## config.mk

```make
export PLATFORM = sky130hd
export DESIGN_NAME = armleocpu_regread
export DESIGN_NICKNAME = d
export VERILOG_FILES = /design/src/rtl/armleocpu_regread.sv
export SDC_FILE = /design/constraint.sdc
export NUM_CORES = 1
export LEC_CHECK = 0
export ABC_AREA = 1
export BUFFER_PORTS_ARGS = -buffer_cell sky130_fd_sc_hd__buf_4
export CAP_MARGIN = 20
export CORE_AREA = 2 2 121 123
export CTS_CLUSTER_SIZE = 12
export DETAILED_ROUTE_END_ITERATION = 16
export DIE_AREA = 0 0 123 125
export PLACE_DENSITY = 0.6
export SLEW_MARGIN = 20
export SYNTH_ARGS = -nofsm -noshare
export SYNTH_HDL_FRONTEND = slang
export SYNTH_SLANG_ARGS = --single-unit
```

## constraint.sdc

```tcl
create_clock -name clk -period 3.1 [get_ports clk]
set_input_delay 0 -clock clk [delete_from_list [all_inputs] [get_ports clk]]
set_output_delay 0 -clock clk [all_outputs]
set_load 0.03 [all_outputs]
```

## src/rtl/armleocpu_regread.sv

```systemverilog
// armleocpu_regread -- register-read stage between fetch and execute.
//
// Accepts one instruction per cycle from fetch (f2d_*), issues the rs1/rs2
// reads to the regfile in the accept cycle and presents instruction, PC and
// operands to execute (d2e_*) one cycle later. Held operands are kept
// coherent with writeback traffic (rd_*).
//
// Ports:
//   clk, rst_n                 clock, async active-low reset
//   f2d_valid/ready/instr/pc   fetch handshake and payload
//   kill                       flush held and incoming instruction
//   rs1/rs2_read/addr/rdata    regfile read ports (rdata valid cycle after read,
//                              held by the regfile while read=0)
//   rd_write/addr/wdata        writeback snoop (same net as the regfile)
//   d2e_valid/ready            execute handshake
//   d2e_instr/pc/rs1_data/rs2_data  payload to execute
//
// Configuration:
//   ARMLEOCPU_REGREAD_BYPASS_EN defined   -> writeback hits are forwarded
//                                            into per-operand bypass regs.
//   ARMLEOCPU_REGREAD_BYPASS_EN undefined -> writeback hits send the stage to
//                                            REREAD, re-issuing the reads.
module armleocpu_regread (
  input  logic        clk,
  input  logic        rst_n,
  input  logic        f2d_valid,
  output logic        f2d_ready,
  input  logic [31:0] f2d_instr,
  input  logic [31:0] f2d_pc,
  input  logic        kill,
  output logic        rs1_read,
  output logic        rs2_read,
  output logic [4:0]  rs1_addr,
  output logic [4:0]  rs2_addr,
  input  logic [31:0] rs1_rdata,
  input  logic [31:0] rs2_rdata,
  input  logic        rd_write,
  input  logic [4:0]  rd_addr,
  input  logic [31:0] rd_wdata,
  output logic        d2e_valid,
  input  logic        d2e_ready,
  output logic [31:0] d2e_instr,
  output logic [31:0] d2e_pc,
  output logic [31:0] d2e_rs1_data,
  output logic [31:0] d2e_rs2_data
);

  typedef enum logic [1:0] {EMPTY, FULL, REREAD} state_t;

  state_t     state, state_nxt;
  logic       accept;
  logic [4:0] rs1_q, rs2_q;
  logic       match1, match2;
  logic       hazard;

  assign rs1_q = d2e_instr[19:15];
  assign rs2_q = d2e_instr[24:20];

  // rst_n gating keeps fetch from seeing a handshake that the held-in-reset
  // flops would silently drop.
  assign f2d_ready = rst_n && !kill && (state != REREAD) &&
                     ((state == EMPTY) || d2e_ready);
  assign accept    = f2d_valid && f2d_ready;

  // Outside the accept cycle the addresses point at the held instruction,
  // so REREAD re-issues exactly the same registers.
  assign rs1_addr = accept ? f2d_instr[19:15] : rs1_q;
  assign rs2_addr = accept ? f2d_instr[24:20] : rs2_q;
  assign rs1_read = rst_n && (accept || (state == REREAD));
  assign rs2_read = rs1_read;

  // A write landing on an address being read (or held) this cycle. The
  // regfile returns the pre-write value for a same-cycle read/write, so the
  // accept cycle needs this just as much as the held cycles do.
  assign match1 = rd_write && (rd_addr != 5'd0) && (rd_addr == rs1_addr);
  assign match2 = rd_write && (rd_addr != 5'd0) && (rd_addr == rs2_addr);

  assign d2e_valid = (state == FULL);

`ifdef ARMLEOCPU_REGREAD_BYPASS_EN
  logic [31:0] byp1, byp2;
  logic        sel1, sel2;

  assign hazard = 1'b0;

  always_ff @(posedge clk or negedge rst_n) begin
    if (!rst_n) begin
      byp1 <= '0;
      byp2 <= '0;
      sel1 <= 1'b0;
      sel2 <= 1'b0;
    end else if (kill) begin
      sel1 <= 1'b0;
      sel2 <= 1'b0;
    end else if (accept || (state == FULL)) begin
      // A new instruction starts from regfile data unless the write that is
      // racing its read must be captured here.
      if (match1) begin
        byp1 <= rd_wdata;
        sel1 <= 1'b1;
      end else if (accept) begin
        sel1 <= 1'b0;
      end
      if (match2) begin
        byp2 <= rd_wdata;
        sel2 <= 1'b1;
      end else if (accept) begin
        sel2 <= 1'b0;
      end
    end
  end

  assign d2e_rs1_data = (rs1_q == 5'd0) ? '0 : (sel1 ? byp1 : rs1_rdata);
  assign d2e_rs2_data = (rs2_q == 5'd0) ? '0 : (sel2 ? byp2 : rs2_rdata);
`else
  logic unused_wdata;

  assign unused_wdata = ^rd_wdata;
  assign hazard       = match1 || match2;

  assign d2e_rs1_data = (rs1_q == 5'd0) ? '0 : rs1_rdata;
  assign d2e_rs2_data = (rs2_q == 5'd0) ? '0 : rs2_rdata;
`endif

  always_comb begin
    state_nxt = state;
    if (kill) begin
      state_nxt = EMPTY;
    end else if (accept) begin
      state_nxt = hazard ? REREAD : FULL;
    end else begin
      case (state)
        FULL:    if (d2e_ready) state_nxt = EMPTY;
                 else if (hazard) state_nxt = REREAD;
        REREAD:  state_nxt = hazard ? REREAD : FULL;
        default: state_nxt = state;
      endcase
    end
  end

  always_ff @(posedge clk or negedge rst_n) begin
    if (!rst_n) state <= EMPTY;
    else        state <= state_nxt;
  end

  always_ff @(posedge clk or negedge rst_n) begin
    if (!rst_n) begin
      d2e_instr <= '0;
      d2e_pc    <= '0;
    end else if (accept) begin
      d2e_instr <= f2d_instr;
      d2e_pc    <= f2d_pc;
    end
  end

endmodule

```

Yosys cells after proc, flatten, opt, wreduce, memory -nomap -nowiden:

Index checks and enable logic that the tools add are counted.

* register bits: 66
* output and inout port bits: 142
* word-level logic and storage cells: 37

* equal/unequal tests: 6
* multiplexer cells: 10
* reduce and logical (&&, ||, !) cells: 18

Operators with widths (count)
* $mux 32: 2
* $eq 5x5->1: 2
* $logic_not 5->1: 2
* $mux 2: 5
* $mux 5: 2
* $logic_and 1x1->1: 8
* $ne 5x2->1 const B: 1
* $reduce_bool 5->1: 1
* $pmux 2 s2: 1
* $reduce_bool 4->1: 1
* $logic_or 1x1->1: 3
* $eq 2x1->1 const B: 1
* $eq 2x2->1 const B: 1
* $logic_not 2->1: 1
* $ne 2x2->1 const B: 1
* $reduce_and 2->1: 1
* $logic_not 1->1: 1

Depth between registers and ports, before layout:

* depth after elaboration: 14
* mapped depth: 15

Worst setup path before layout:

No wires, ideal clock.

* path type: reg-to-reg
* from: register state[0]
* to: register state[0]
* setup time: 0.126 ns
* data arrival time: 1.696 ns
* required time: 2.974 ns
* slack: 1.278 ns
* cell stages (with the launch flop): 14
* path through: dfrtp_1 -> nor2_2 -> nor2_4 -> buf_4 -> nand4_1 -> nand2_1 -> nand2_1 -> nand2_1 -> nor2_1 -> nand3_1 -> nand3_1 -> nand2_1 -> nand2_1 -> o21ai_0

* longest elaborated chain between the ends: 12
* elaborated cells between the ends (all ways): 22
* those cells by class: eq/ne: 6; mux: 6; reduce/logical: 10

RTL lines
* from (decl): RTL line 50 `state_t state, state_nxt;`
* from (signal assigned): RTL line 143 `else state <= state_nxt;`
* $ne 2x2->1 or $logic_not 2->1 (tied branches): RTL line 61, 62
* $logic_and 1x1->1 or $logic_or 1x1->1 (tied branches): RTL line 61, 62
* $logic_and 1x1->1 (*): RTL line 61 `assign f2d_ready = rst_n && !kill && (state != REREAD) &&`
* $logic_and 1x1->1 (*): RTL line 63 `assign accept = f2d_valid && f2d_ready;`
* $mux 5 (*): RTL line 68 `assign rs2_addr = accept ? f2d_instr[24:20] : rs2_q;`
* via rs2_addr[3]: RTL line 34 `output logic [4:0] rs2_addr,`
* $eq 5x5->1 (*): RTL line 76 `assign match2 = rd_write && (rd_addr != 5'd0) && (rd_addr == rs2_addr);`
* $logic_and 1x1->1 (*): RTL line 76
* $logic_or 1x1->1 (*): RTL line 119 `assign hazard = match1 || match2;`
* $mux 2: RTL line 130, 135
* $pmux 2 s2: RTL line 132 `case (state)`
* $mux 2: RTL line 129 `end else if (accept) begin`
* $mux 2: RTL line 127 `if (kill) begin`

Mark *: on every way through the listed nets, which the timed path passes. The rest lies on a longest branch.
A chain may end at the register's enable or synchronous reset.

Worst setup path after layout:

* from: register state[0]
* to: register state[0]

* longest elaborated chain between the ends: 12
* elaborated cells between the ends (all ways): 22
* those cells by class: eq/ne: 6; mux: 6; reduce/logical: 10

RTL lines (RTL line)
* $ne 2x2->1 or $logic_not 2->1 (tied branches): 61, 62
* $logic_and 1x1->1 or $logic_or 1x1->1 (tied branches): 61, 62
* $logic_and 1x1->1: 61
* $logic_and 1x1->1: 63
* $mux 5, on equally long branches: 67, 68
* $eq 5x5->1, on equally long branches: 75, 76
* $logic_and 1x1->1, on equally long branches: 75, 76
* $logic_or 1x1->1: 119
* $mux 2: 130, 135
* $pmux 2 s2: 132
* $mux 2: 129
* $mux 2: 127

Parallel ways exist; a longest one is shown, timed or not.

==> impl_metrics.tcl <==
set metrics [dict create \
    cpLargestDelayFamily "simple AND/OR/NAND/NOR gates" \
    relSlewSlack_pct 40.14 \
    rows 44 \
    yosys-top-cells-area "dfrtp_1 (48%), nand2_1 (30%), inv_1 (9.4%), nand3_1 (2.6%), nand4_1 (2.3%)" \
    maxCapViolCount 0 \
    synth_cells 511 \
    clock_latency_ns 0.33 \
    cp_slowest_cell "dfrtp_1" \
    track_usage_pct 17.49 \
    grt_overflow 0 \
    hold_violations 0 \
    antenna_found_initial 0 \
    dieArea_um2 15380 \
    rsz0062_at_grt "no" \
    clock_tree.buffer_depth 2 \
    syn_to_final_growth_pct 92.75 \
    grt_max_degree 68 \
    port_buffers 280 \
    p_leak_nw 4.112 \
    crit_path_frequent_cell "nand2_1" \
    cts_root_buffer "clkbuf_16" \
    netlist_area_um2 3468 \
    synth_cell_type_count 21 \
    htree_num_levels 3 \
    period_needed_ns 2.324 \
    crit_buf_inv 1 \
    synth_top_area_share_pct 47.62 \
    hold_class "in -> reg" \
    vias 4303 \
    whs_ns 0.01225 \
    ys_seq_area_share_pct 47.62 \
    path_clk_slew_ns 0.06 \
    synth_top_area_cell "dfrtp_1" \
    required_ns 3.31 \
    die_h_um 125 \
    finalMaxSlewViolations 0 \
    grt_pass1_wl_um 21060 \
    wl_um 13820 \
    cts_buffers 9 \
    synth-warning-count 0 \
    drtIter0Drc 149 \
    grt_pass1_vias 4163 \
    cpPeakStageDelay_ns 0.39 \
    worst-slew-pin-transition_ns 0.8979 \
    die_x_um 123 \
    worstPathArrival_ns 2.53 \
    switchingPower_w 0.003133 \
    wire_per_inst_um 13.37 \
    nets 1016 \
    synth_seq_cells 66 \
    crit_path_end_kind "register" \
    peakVddDrop_mv 0.4814 \
    postCtsSetupBuffers 0 \
    drc_errors 0 \
    start_kind "register" \
    firstDrtPassIters 4 \
    pwr-share-comb_pct 58.5 \
    crit_path_max_fanout 23 \
    via_per_inst 4.162 \
    intPower_w 0.003465 \
    fin_skew_ns 0.005199 \
    fin_setup_tns_ns 0 \
    synthesis.nets 682 \
    seq_power_share_pct 23.5 \
    final_antenna_net_count 0 \
    seqCellArea_um2 1652 \
    p_clk_share_pct 18.0 \
    fmax_mhz 430.3 \
    gp_congestion 0.7769 \
    power_density_nw_per_um2 987.0 \
    cp_cell_sequence "nand2_1 -> nand3_4 -> buf_4 -> nand2_1 -> nand2_1 -> nand2_1 -> nand2_1 -> nand2_1 -> nor2_1 -> nand3_1 -> nand3_1 -> nand2_1 -> nand2_1 -> o21ai_0" \
    setup_viol 0 \
    coreArea_um2 14200 \
    switching_share_pct 47.49 \
    layout-drive-gt1-share_pct 36.82 \
    hpwl_um 9850 \
    worst-setup-path-type "reg -> reg" \
    diodes 0 \
    fin_crit_sh_pct 74.97 \
    status "finished, final reports clean" \
    syn_avg_cell_area_um2 6.787 \
    multi_input_area_um2 1380 \
    cts_tree "yes" \
    io_pins 313 \
    start_util_pct 24.42 \
    clock_sinks 66 \
    fillers 1417 \
]
## power groups by stage
stage / registers (W) / clock network (W) / logic (W)
6_report: 0.00155 / 0.00119 / 0.00386
5_1_grt: 0.00161 / 0.00126 / 0.00414
4_1_cts: 0.00155 / 0.00122 / 0.00389
3_5_place_dp: 0.00154 / 0 / 0.00383
3_3_place_gp: 0.00155 / 0 / 0.00381
2_1_floorplan: 0.00234 / 0 / 0.00148
## layer usage
metal | vias to the layer above | global-route usage (%) | share of wire, %
li1 | 2158 | - | -
met1 | 1936 | 19.59 | 38
met2 | 193 | 31.49 | 50
met3 | 16 | 5.794 | 9.9
met4 | 0 | 4.479 | 1.4
met5 | - | 0 | 0
## Yosys cell counts (all sizes together)
cell type    n
o21ai        5
dfrtp       66
nor3b        1
buf         11
nand2      285
nand3       19
nor3         2
nand4       13
inv         87
clkinv       1
clkbuf      12
nor2         9
## path summary, 6_finish.rpt
kind	startpoint	to	slack, ns	cells past startpoint
max	state[0]	state[0]	0.78	14
min	f2d_instr[20]	d2e_instr[20]	0.01	3
max reg2reg	state[0]	state[0]	0.78	14
min reg2reg	d2e_instr[26]	d2e_instr[26]	0.48	2
max in group asynchronous	rst_n	d2e_pc[23]	2.04	3
min in group asynchronous	rst_n	d2e_instr[12]	0.45	3
## per-stage QoR
| step | std cells | utilization [%] | cell area (um2) | total power, W | worst slack (ns) |
|---|---|---|---|---|---|
| global route | 1034 | 47.07 | 6685 | 0.007010 | 0.5652 |
| finish | 1034 | 47.07 | 6685 | 0.006598 | 0.7760 |
| detailed placement | 958 | 40.41 | 5739 | 0.005373 | 0.7835 |
| global placement | 958 | 40.41 | 5739 | 0.005362 | 0.8139 |
| floorplan | 511 | - | 3468 | 0.003822 | 1.278 |
| CTS | 1034 | 47.07 | 6685 | 0.006657 | 0.7745 |
## sequential cells by signal, summed over array words and instances, names as in the netlist
name       flops
d2e_pc        32
state          2
d2e_instr     32
## cells in the final DEF, fill, tap and decap left out, drive strengths merged
master       synthesis  routed
nand4               13      13
dlygate4sd3          0      60
buf                 11     286
o21ai                5       5
nor2                 9       9
clkinv               1       3
clkbuf              12      12
inv                 87      86
bufinv               0       3
dfrtp               66      66
nor3                 2       2
nor3b                1       1
nand2              285     285
nand3               19      19
## repair_timing
action	CTS	global route
resized for setup	0	0
hold buffers	60	0
hold endpoints to repair	125	0
## area by class of cell
cell class,count,share of cell area [%]
clock buffers,12,3.687
clock inverters,4,1.479
inverters,88,4.941
multi-input cells,334,20.64
flip-flops and latches,66,24.71
well taps,184,3.444
repair buffers,346,41.10
## worst register-to-register path, delay by kind of cell, from the launching register on
kind                   cells  cell delay [ns]
flip-flops                 1             0.39
AND/OR/NAND/NOR           12             1.43
buffers and inverters      1             0.32
AO/OA/AOI/OAI              1             0.07
## cells by family after synthesis
| kind of cell | count (synthesis) | synth area share (%) |
|---|---|---|
| DFF | 66 | 47.62 |
| and+or+nand+nor | 329 | 39.07 |
| AOI/OAI and AO/OA | 5 | 0.7214 |
| buffers and inverters | 111 | 12.59 |
Power figures use the tool's default switching activity.
